<file path="src/rtl/soc_pkg.sv">
// ---------------------------------------------------------------------------
// soc_pkg
// Shared SoC-level types and defaults.
//   boot_state_t    : boot sequencer state encoding
//   DEF_ADDR_SIZE   : default ROM/RAM address width
//   DEF_WORD_SIZE   : default data word width
// ---------------------------------------------------------------------------
package soc_pkg;

    localparam int DEF_ADDR_SIZE = 8;
    localparam int DEF_WORD_SIZE = 8;

    typedef enum logic [2:0] {
        IDLE,
        COPY,
        VERIFY,
        DONE,
        FAIL
    } boot_state_t;

endpackage

</file>
<file path="src/rtl/boot_cksum.sv">
// ---------------------------------------------------------------------------
// boot_cksum
// Modulo-2^WORD_SIZE additive checksum accumulator. Clear has priority over
// enable; the sum is registered.
// Ports:
//   clk      in   system clock, rising edge
//   rst      in   synchronous active-high reset (sum -> 0)
//   clear    in   zero the sum on the next edge
//   en       in   add data_in into the sum on the next edge
//   data_in  in   WORD_SIZE word to accumulate
//   sum      out  current accumulated value
// ---------------------------------------------------------------------------
module boot_cksum
    import soc_pkg::*;
#(
    parameter int WORD_SIZE = DEF_WORD_SIZE
) (
    input  logic                 clk,
    input  logic                 rst,
    input  logic                 clear,
    input  logic                 en,
    input  logic [WORD_SIZE-1:0] data_in,
    output logic [WORD_SIZE-1:0] sum
);

    logic [WORD_SIZE-1:0] sum_d;
    logic [WORD_SIZE-1:0] sum_q;

    always_comb begin
        // NOTE: every always_comb output gets a default first so no path
        // leaves it unassigned and a latch is never inferred.
        sum_d = sum_q;
        if (clear) begin
            sum_d = '0;
        end else if (en) begin
            sum_d = sum_q + data_in;
        end
    end

    // NOTE: state is updated with non-blocking assignments only, so every
    // flop samples the pre-edge value of every other flop.
    always_ff @(posedge clk) begin
        if (rst) begin
            sum_q <= '0;
        end else begin
            sum_q <= sum_d;
        end
    end

    assign sum = sum_q;

endmodule

</file>
<file path="src/rtl/boot_loader.sv">
// ---------------------------------------------------------------------------
// boot_loader
// Boot sequencer: holds the CPU in boot mode, copies IMG_LEN words from ROM
// (starting at SRC_BASE) into RAM (starting at DST_BASE) one word per cycle,
// then compares the running sum with the checksum word at SRC_BASE+IMG_LEN.
// The CPU is released (boot=0) only after a verified image.
// Ports:
//   clk        in   system clock, rising edge
//   rst        in   synchronous active-high reset
//   start      in   begin / re-run a load; honoured in IDLE, DONE and FAIL
//   rom_addr   out  ROM read address
//   rom_data   in   ROM read data, combinational on rom_addr
//   ram_addr   out  RAM write address
//   ram_wdata  out  RAM write data (rom_data while copying, else 0)
//   ram_wr_en  out  RAM write strobe
//   boot       out  CPU held in boot mode
//   busy       out  copying or verifying
//   done       out  image loaded and verified (sticky)
//   error      out  checksum mismatch (sticky)
//   checksum   out  running / final checksum
// ---------------------------------------------------------------------------
module boot_loader
    import soc_pkg::*;
#(
    parameter int ADDR_SIZE  = DEF_ADDR_SIZE,
    parameter int WORD_SIZE  = DEF_WORD_SIZE,
    parameter int IMG_LEN    = 16,
    parameter int SRC_BASE   = 0,
    parameter int DST_BASE   = 0,
    parameter int AUTO_START = 1,
    parameter int CHECK_EN   = 1
) (
    input  logic                 clk,
    input  logic                 rst,
    input  logic                 start,
    output logic [ADDR_SIZE-1:0] rom_addr,
    input  logic [WORD_SIZE-1:0] rom_data,
    output logic [ADDR_SIZE-1:0] ram_addr,
    output logic [WORD_SIZE-1:0] ram_wdata,
    output logic                 ram_wr_en,
    output logic                 boot,
    output logic                 busy,
    output logic                 done,
    output logic                 error,
    output logic [WORD_SIZE-1:0] checksum
);

    localparam logic [ADDR_SIZE-1:0] SRC_W  = ADDR_SIZE'(SRC_BASE);
    localparam logic [ADDR_SIZE-1:0] DST_W  = ADDR_SIZE'(DST_BASE);
    localparam logic [ADDR_SIZE-1:0] LAST_W = ADDR_SIZE'(IMG_LEN - 1);

    // State entered once the last word is copied, and the state a start
    // leads to (an empty image skips COPY entirely).
    localparam boot_state_t END_STATE   = (CHECK_EN != 0) ? VERIFY : DONE;
    localparam boot_state_t START_STATE = (IMG_LEN == 0) ? END_STATE : COPY;

    boot_state_t          state_d, state_q;
    logic [ADDR_SIZE-1:0] cnt_d, cnt_q;
    logic                 boot_d, boot_q;
    logic                 busy_d, busy_q;
    logic                 done_d, done_q;
    logic                 error_d, error_q;
    logic                 ck_clear;
    logic                 ck_en;

    always_comb begin
        state_d  = state_q;
        cnt_d    = cnt_q;
        ck_clear = 1'b0;
        ck_en    = 1'b0;
        unique case (state_q)
            IDLE: begin
                if ((AUTO_START != 0) || start) begin
                    state_d = START_STATE;
                end
            end
            COPY: begin
                ck_en = 1'b1;
                cnt_d = cnt_q + ADDR_SIZE'(1);
                if (cnt_q == LAST_W) begin
                    state_d = END_STATE;
                end
            end
            VERIFY: begin
                // cnt_q == IMG_LEN here, so rom_addr points at the checksum.
                state_d = (rom_data == checksum) ? DONE : FAIL;
            end
            DONE, FAIL: begin
                if (start) begin
                    ck_clear = 1'b1;
                    cnt_d    = '0;
                    state_d  = START_STATE;
                end
            end
            default: state_d = IDLE;
        endcase

        // Status flags are registered from the next state so they line up
        // exactly with state_q and never depend combinationally on start.
        boot_d  = (state_d != DONE);
        busy_d  = (state_d == COPY) || (state_d == VERIFY);
        done_d  = (state_d == DONE);
        error_d = (state_d == FAIL);
    end

    always_ff @(posedge clk) begin
        if (rst) begin
            state_q <= IDLE;
            cnt_q   <= '0;
            boot_q  <= 1'b1;
            busy_q  <= 1'b0;
            done_q  <= 1'b0;
            error_q <= 1'b0;
        end else begin
            state_q <= state_d;
            cnt_q   <= cnt_d;
            boot_q  <= boot_d;
            busy_q  <= busy_d;
            done_q  <= done_d;
            error_q <= error_d;
        end
    end

    boot_cksum #(
        .WORD_SIZE (WORD_SIZE)
    ) u_cksum (
        .clk     (clk),
        .rst     (rst),
        .clear   (ck_clear),
        .en      (ck_en),
        .data_in (rom_data),
        .sum     (checksum)
    );

    // Address arithmetic wraps silently at ADDR_SIZE bits.
    assign rom_addr  = SRC_W + cnt_q;
    assign ram_addr  = DST_W + cnt_q;
    assign ram_wr_en = (state_q == COPY);
    assign ram_wdata = (state_q == COPY) ? rom_data : '0;
    assign boot      = boot_q;
    assign busy      = busy_q;
    assign done      = done_q;
    assign error     = error_q;

endmodule

</file>
<file path="config.mk">
export PLATFORM = sky130hd
export DESIGN_NAME = boot_loader
export DESIGN_NICKNAME = d
export VERILOG_FILES = /design/src/rtl/soc_pkg.sv /design/src/rtl/boot_cksum.sv /design/src/rtl/boot_loader.sv
export SDC_FILE = /design/constraint.sdc
export NUM_CORES = 1
export LEC_CHECK = 0
export CAP_MARGIN = 25
export CORE_ASPECT_RATIO = 1.2
export CORE_MARGIN = 2
export CORE_UTILIZATION = 47
export CTS_BUF_LIST = sky130_fd_sc_hd__clkbuf_2
export DETAILED_ROUTE_END_ITERATION = 10
export PLACE_DENSITY = 0.83
export SYNTH_ARGS = -nofsm -noshare
export SYNTH_HDL_FRONTEND = slang
export SYNTH_SLANG_ARGS = --single-unit
</file>
<file path="constraint.sdc">
create_clock -name clk -period 2.4 [get_ports clk]
set_input_delay 0.48 -clock clk [delete_from_list [all_inputs] [get_ports clk]]
set_output_delay 0.48 -clock clk [all_outputs]
set_load 0.02 [all_outputs]
</file>
==> metrics.md <==
| Metric | Value |
|---|---|
| Area delta synth->final | 38.2% |
| Final min period | 2230 ps |
| I/O pin count | 48 |
| Antenna violations before repair | 0 |
| Crit Path Class | in2reg |
| Mapped Cells | 171 |
| Total wire length | 3.50 mm |
| Skew final | 1.71 ps |
| CTS tree | yes |
| Crit path cell chain | clkdlybuf4s50_1 > ha_1 > inv_1 > fa_1 > nand2b_1 > a21oi_1 > o21ai_0 > a2111oi_2 > a311o_1 |
| Largest family of logic cells by synthesized area | simple AND/OR/NAND/NOR gates |
| Initial Util | 0.497 |
| Final Setup Violations | 0 |
| DR vias | 1400 |
| Synth Area per Inst | 8.17 sq um |
| DRT Pass-1 Iters | 4 |
| Dominant synthesized flop cell | dfxtp_1 |
| Simple-gate portion of the synthesized area | 0.278 |
| Diodes inserted | 0 |
| Critical path startpoint category | primary input |
| Wire length per cell | 13.8 um |
| Clock sinks | 23 |
| Die width | 53.8 um |
| Core Area | 0.00281 sq mm |
| Max frequency | 448 MHz |
| Max_slew headroom | 0.671 |
| Critical path's largest stage delay | 480 ps |
| Final worst setup slack | 167 ps |
| Cell Pwr Density | 448 mW/mm^2 |
| Post-synth EDFFs | 0 |
| Final cell count without fillers | 254 |
| Largest net degree at the start of global routing | 18 |
| Critical Path Source | rom_data[0] |
| FILL cells | 240 |
| Nets | 241 |
| Seq cells post-synth | 23 |
| Vias in the first global route | 1431 |
| Synthesized area | 0.00140 sq mm |
| Worst path arrival time | 2530 ps |
| Multiplexer area fraction after synthesis | 0.0143 |
| HPWL after DPL | 2.83 mm |
| Placed Instances | 250 |
| Worst Tran Pin Value | 490 ps |
| Synth Area in Adders | 0.0859 |
| Row count | 21 |
| Status | finished clean |
| CP Data Required Time | 2700 ps |
| Syn Nets | 191 |
| Die Height | 63.7 um |
| Crit end category | flop |
| Floorplan die area | 0.00343 sq mm |
| Synth Area in Compound Gates | 0.173 |
| Slew Limit Fails | 0 |
| DR iter-0 viols | 40 |
| Max Cap Viol | 0 |
| Pwr Total | 0.866 mW |
| Routed Antenna Nets | 0 |
| Synth unique cells | 46 |
| CP top delay family | compound AO/OA/AOI/OAI gates |
| CP Max Fanout | 2 |
| Post-Synth XOR/XNOR Area | 0.0439 |
| Share of cells above drive strength 1 | 0.0955 |
| Via/cell ratio | 5.51 |
| H-tree depth | 1 |
| IO buf count | 47 |
| Register area | 460 sq um |
| Clk buf depth | 2 |
| Clock Latency Late Sink | 330 ps |
| GPL Wtd Cong | 0.884 |
| CTS buffer count | 3 |
| Sequential-to-total area share from yosys stat | 0.329 |
| Worst-path clk slew | 210 ps |
| Crit share post-route | 0.930 |
| Drt drc | 0 |
| Asr flop ratio synth | 0 |
| Hold wc startpoint | u_cksum.sum[3] |
| First-pass GRT wire length | 5.84 mm |
| Lkg Pwr | 0.797 nW |
| RSZ-0062 raised after global routing | no |
| CP max-delay cell | clkdlybuf4s50_1 |
| Place WS | -296 ps |
| Reg2reg start | u_cksum.sum[0] |
| Synth warn | 0 |
| Fin. Hold Viols | 0 |
| GRT Util Overall | 0.224 |
| GRT overflow | 0 |
| HP Class | reg2reg |
| Hold Buf Count CTS | 0 |
| Maximum vdd ir drop | 408 uV |
| Multi-input gate area | 838 sq um |
| Root buf cell | clkbuf_2 |
| Number of buffers and inverters on the critical path | 2 |
## worst min-delay path, stage by stage, from the launching register on
cell,delay [ps]
dfxtp_1,380
nand2_1,60
a21oi_1,50
## cell usage after synthesis (2+ instances only)
cell	instances	area [sq um]
nand2_1	9	33.8
xnor2_1	2	17.5
xor2_1	5	43.8
buf_2	4	20.0
o21ai_0	6	30.0
nor3_1	4	20.0
nand3_1	6	30.0
mux2i_1	2	20.0
nor2_1	23	86.3
ha_1	8	100
a211o_1	2	17.5
buf_4	8	60.1
a21oi_1	12	60.1
nor4_1	2	12.5
nand2b_1	5	31.3
nor2b_1	4	25.0
a211oi_1	3	22.5
dfxtp_1	23	460
inv_1	5	18.8
and2_1	8	50.1
nand4_1	5	31.3
## kinds of logic (layout without fill, tap and decap cells)
| family | count (synthesis) | count (layout) |
|---|---|---|
| flops | 23 | 23 |
| xor+xnor | 7 | 7 |
| fa+ha+maj | 9 | 9 |
| simple gates | 75 | 75 |
| buf+inv | 19 | 68 |
| mux | 2 | 2 |
| compound gates | 36 | 36 |
## placed cells by master, fill, tap and decap left out, drive strengths merged, types with 3 or more instances in the layout
| cell type | Yosys | final |
|---|---|---|
| nand2 | 9 | 9 |
| nor2b | 4 | 4 |
| dlygate4sd2 | 0 | 8 |
| nand4 | 5 | 5 |
| o21ai | 6 | 6 |
| inv | 6 | 6 |
| nand2b | 5 | 5 |
| nor3 | 4 | 4 |
| xor2 | 5 | 5 |
| nand3 | 6 | 6 |
| clkbuf | 1 | 3 |
| nor2 | 23 | 23 |
| ha | 8 | 8 |
| buf | 12 | 11 |
| clkdlybuf4s50 | 0 | 38 |
| dfxtp | 23 | 23 |
| a211oi | 3 | 3 |
| and2 | 8 | 8 |
| a21oi | 12 | 12 |
## sequential cells by signal, indices dropped and copies added, names as in the netlist
| signal | flops |
|---|---|
| boot | 1 |
| u_cksum.sum | 8 |
| cnt_q | 8 |
| busy | 1 |
| state_q | 3 |
| error | 1 |
| done | 1 |
## through the flow
stage                util  TNS, ps  instance area, sq um  hold WS [ps]
global route        0.687        0                  1930           535
detailed placement  0.679     -421                  1910           481
floorplan               -        0                  1400           544
global placement    0.679     -196                  1910           468
finish              0.687        0                  1930           501
CTS                 0.684        0                  1920           504
## routing by layer
layer / part of all wire / global-route usage / up-vias / routed length, um
met5: 0 / 0 / - / 0
met4: 0.012 / 0.0897 / 0 / 42
met3: 0.029 / 0.0257 / 6 / 103
met2: 0.56 / 0.433 / 30 / 1940
met1: 0.40 / 0.226 / 671 / 1410
li1: - / - / 693 / -
## final cells by class
type,count,area share
inverter,6,0.0130
sequential,23,0.238
tap,34,0.0220
clock buffer,3,0.00777
timing repair buffer,58,0.282
clock inverter,1,0.00259
multi-input combinational,129,0.434
## path summary, 6_finish.rpt
path                            cells after the start  slack, ps             end
worst max-delay path                                9        170  u_cksum.sum[6]
worst min-delay path                                2        500  u_cksum.sum[3]
worst max register to register                      8        390  u_cksum.sum[6]
worst min register to register                      2        500  u_cksum.sum[3]
## where the power goes
part	switching, mW	leakage [nW]	total, mW	internal [mW]
combinational	0.153	0.593	0.290	0.138
clock	0.116	0.0164	0.154	0.0378
sequential	0.0191	0.188	0.422	0.402
total	0.288	0.797	0.866	0.578
## repair_timing
item                                    4_1_cts  5_1_grt
gates resized for setup                      10        2
cloned                                        0        0
setup buffers                                 0        0
endpoints found under the setup margin        9        2
pin swaps                                     0        1
(Power assumes the default switching activity.)
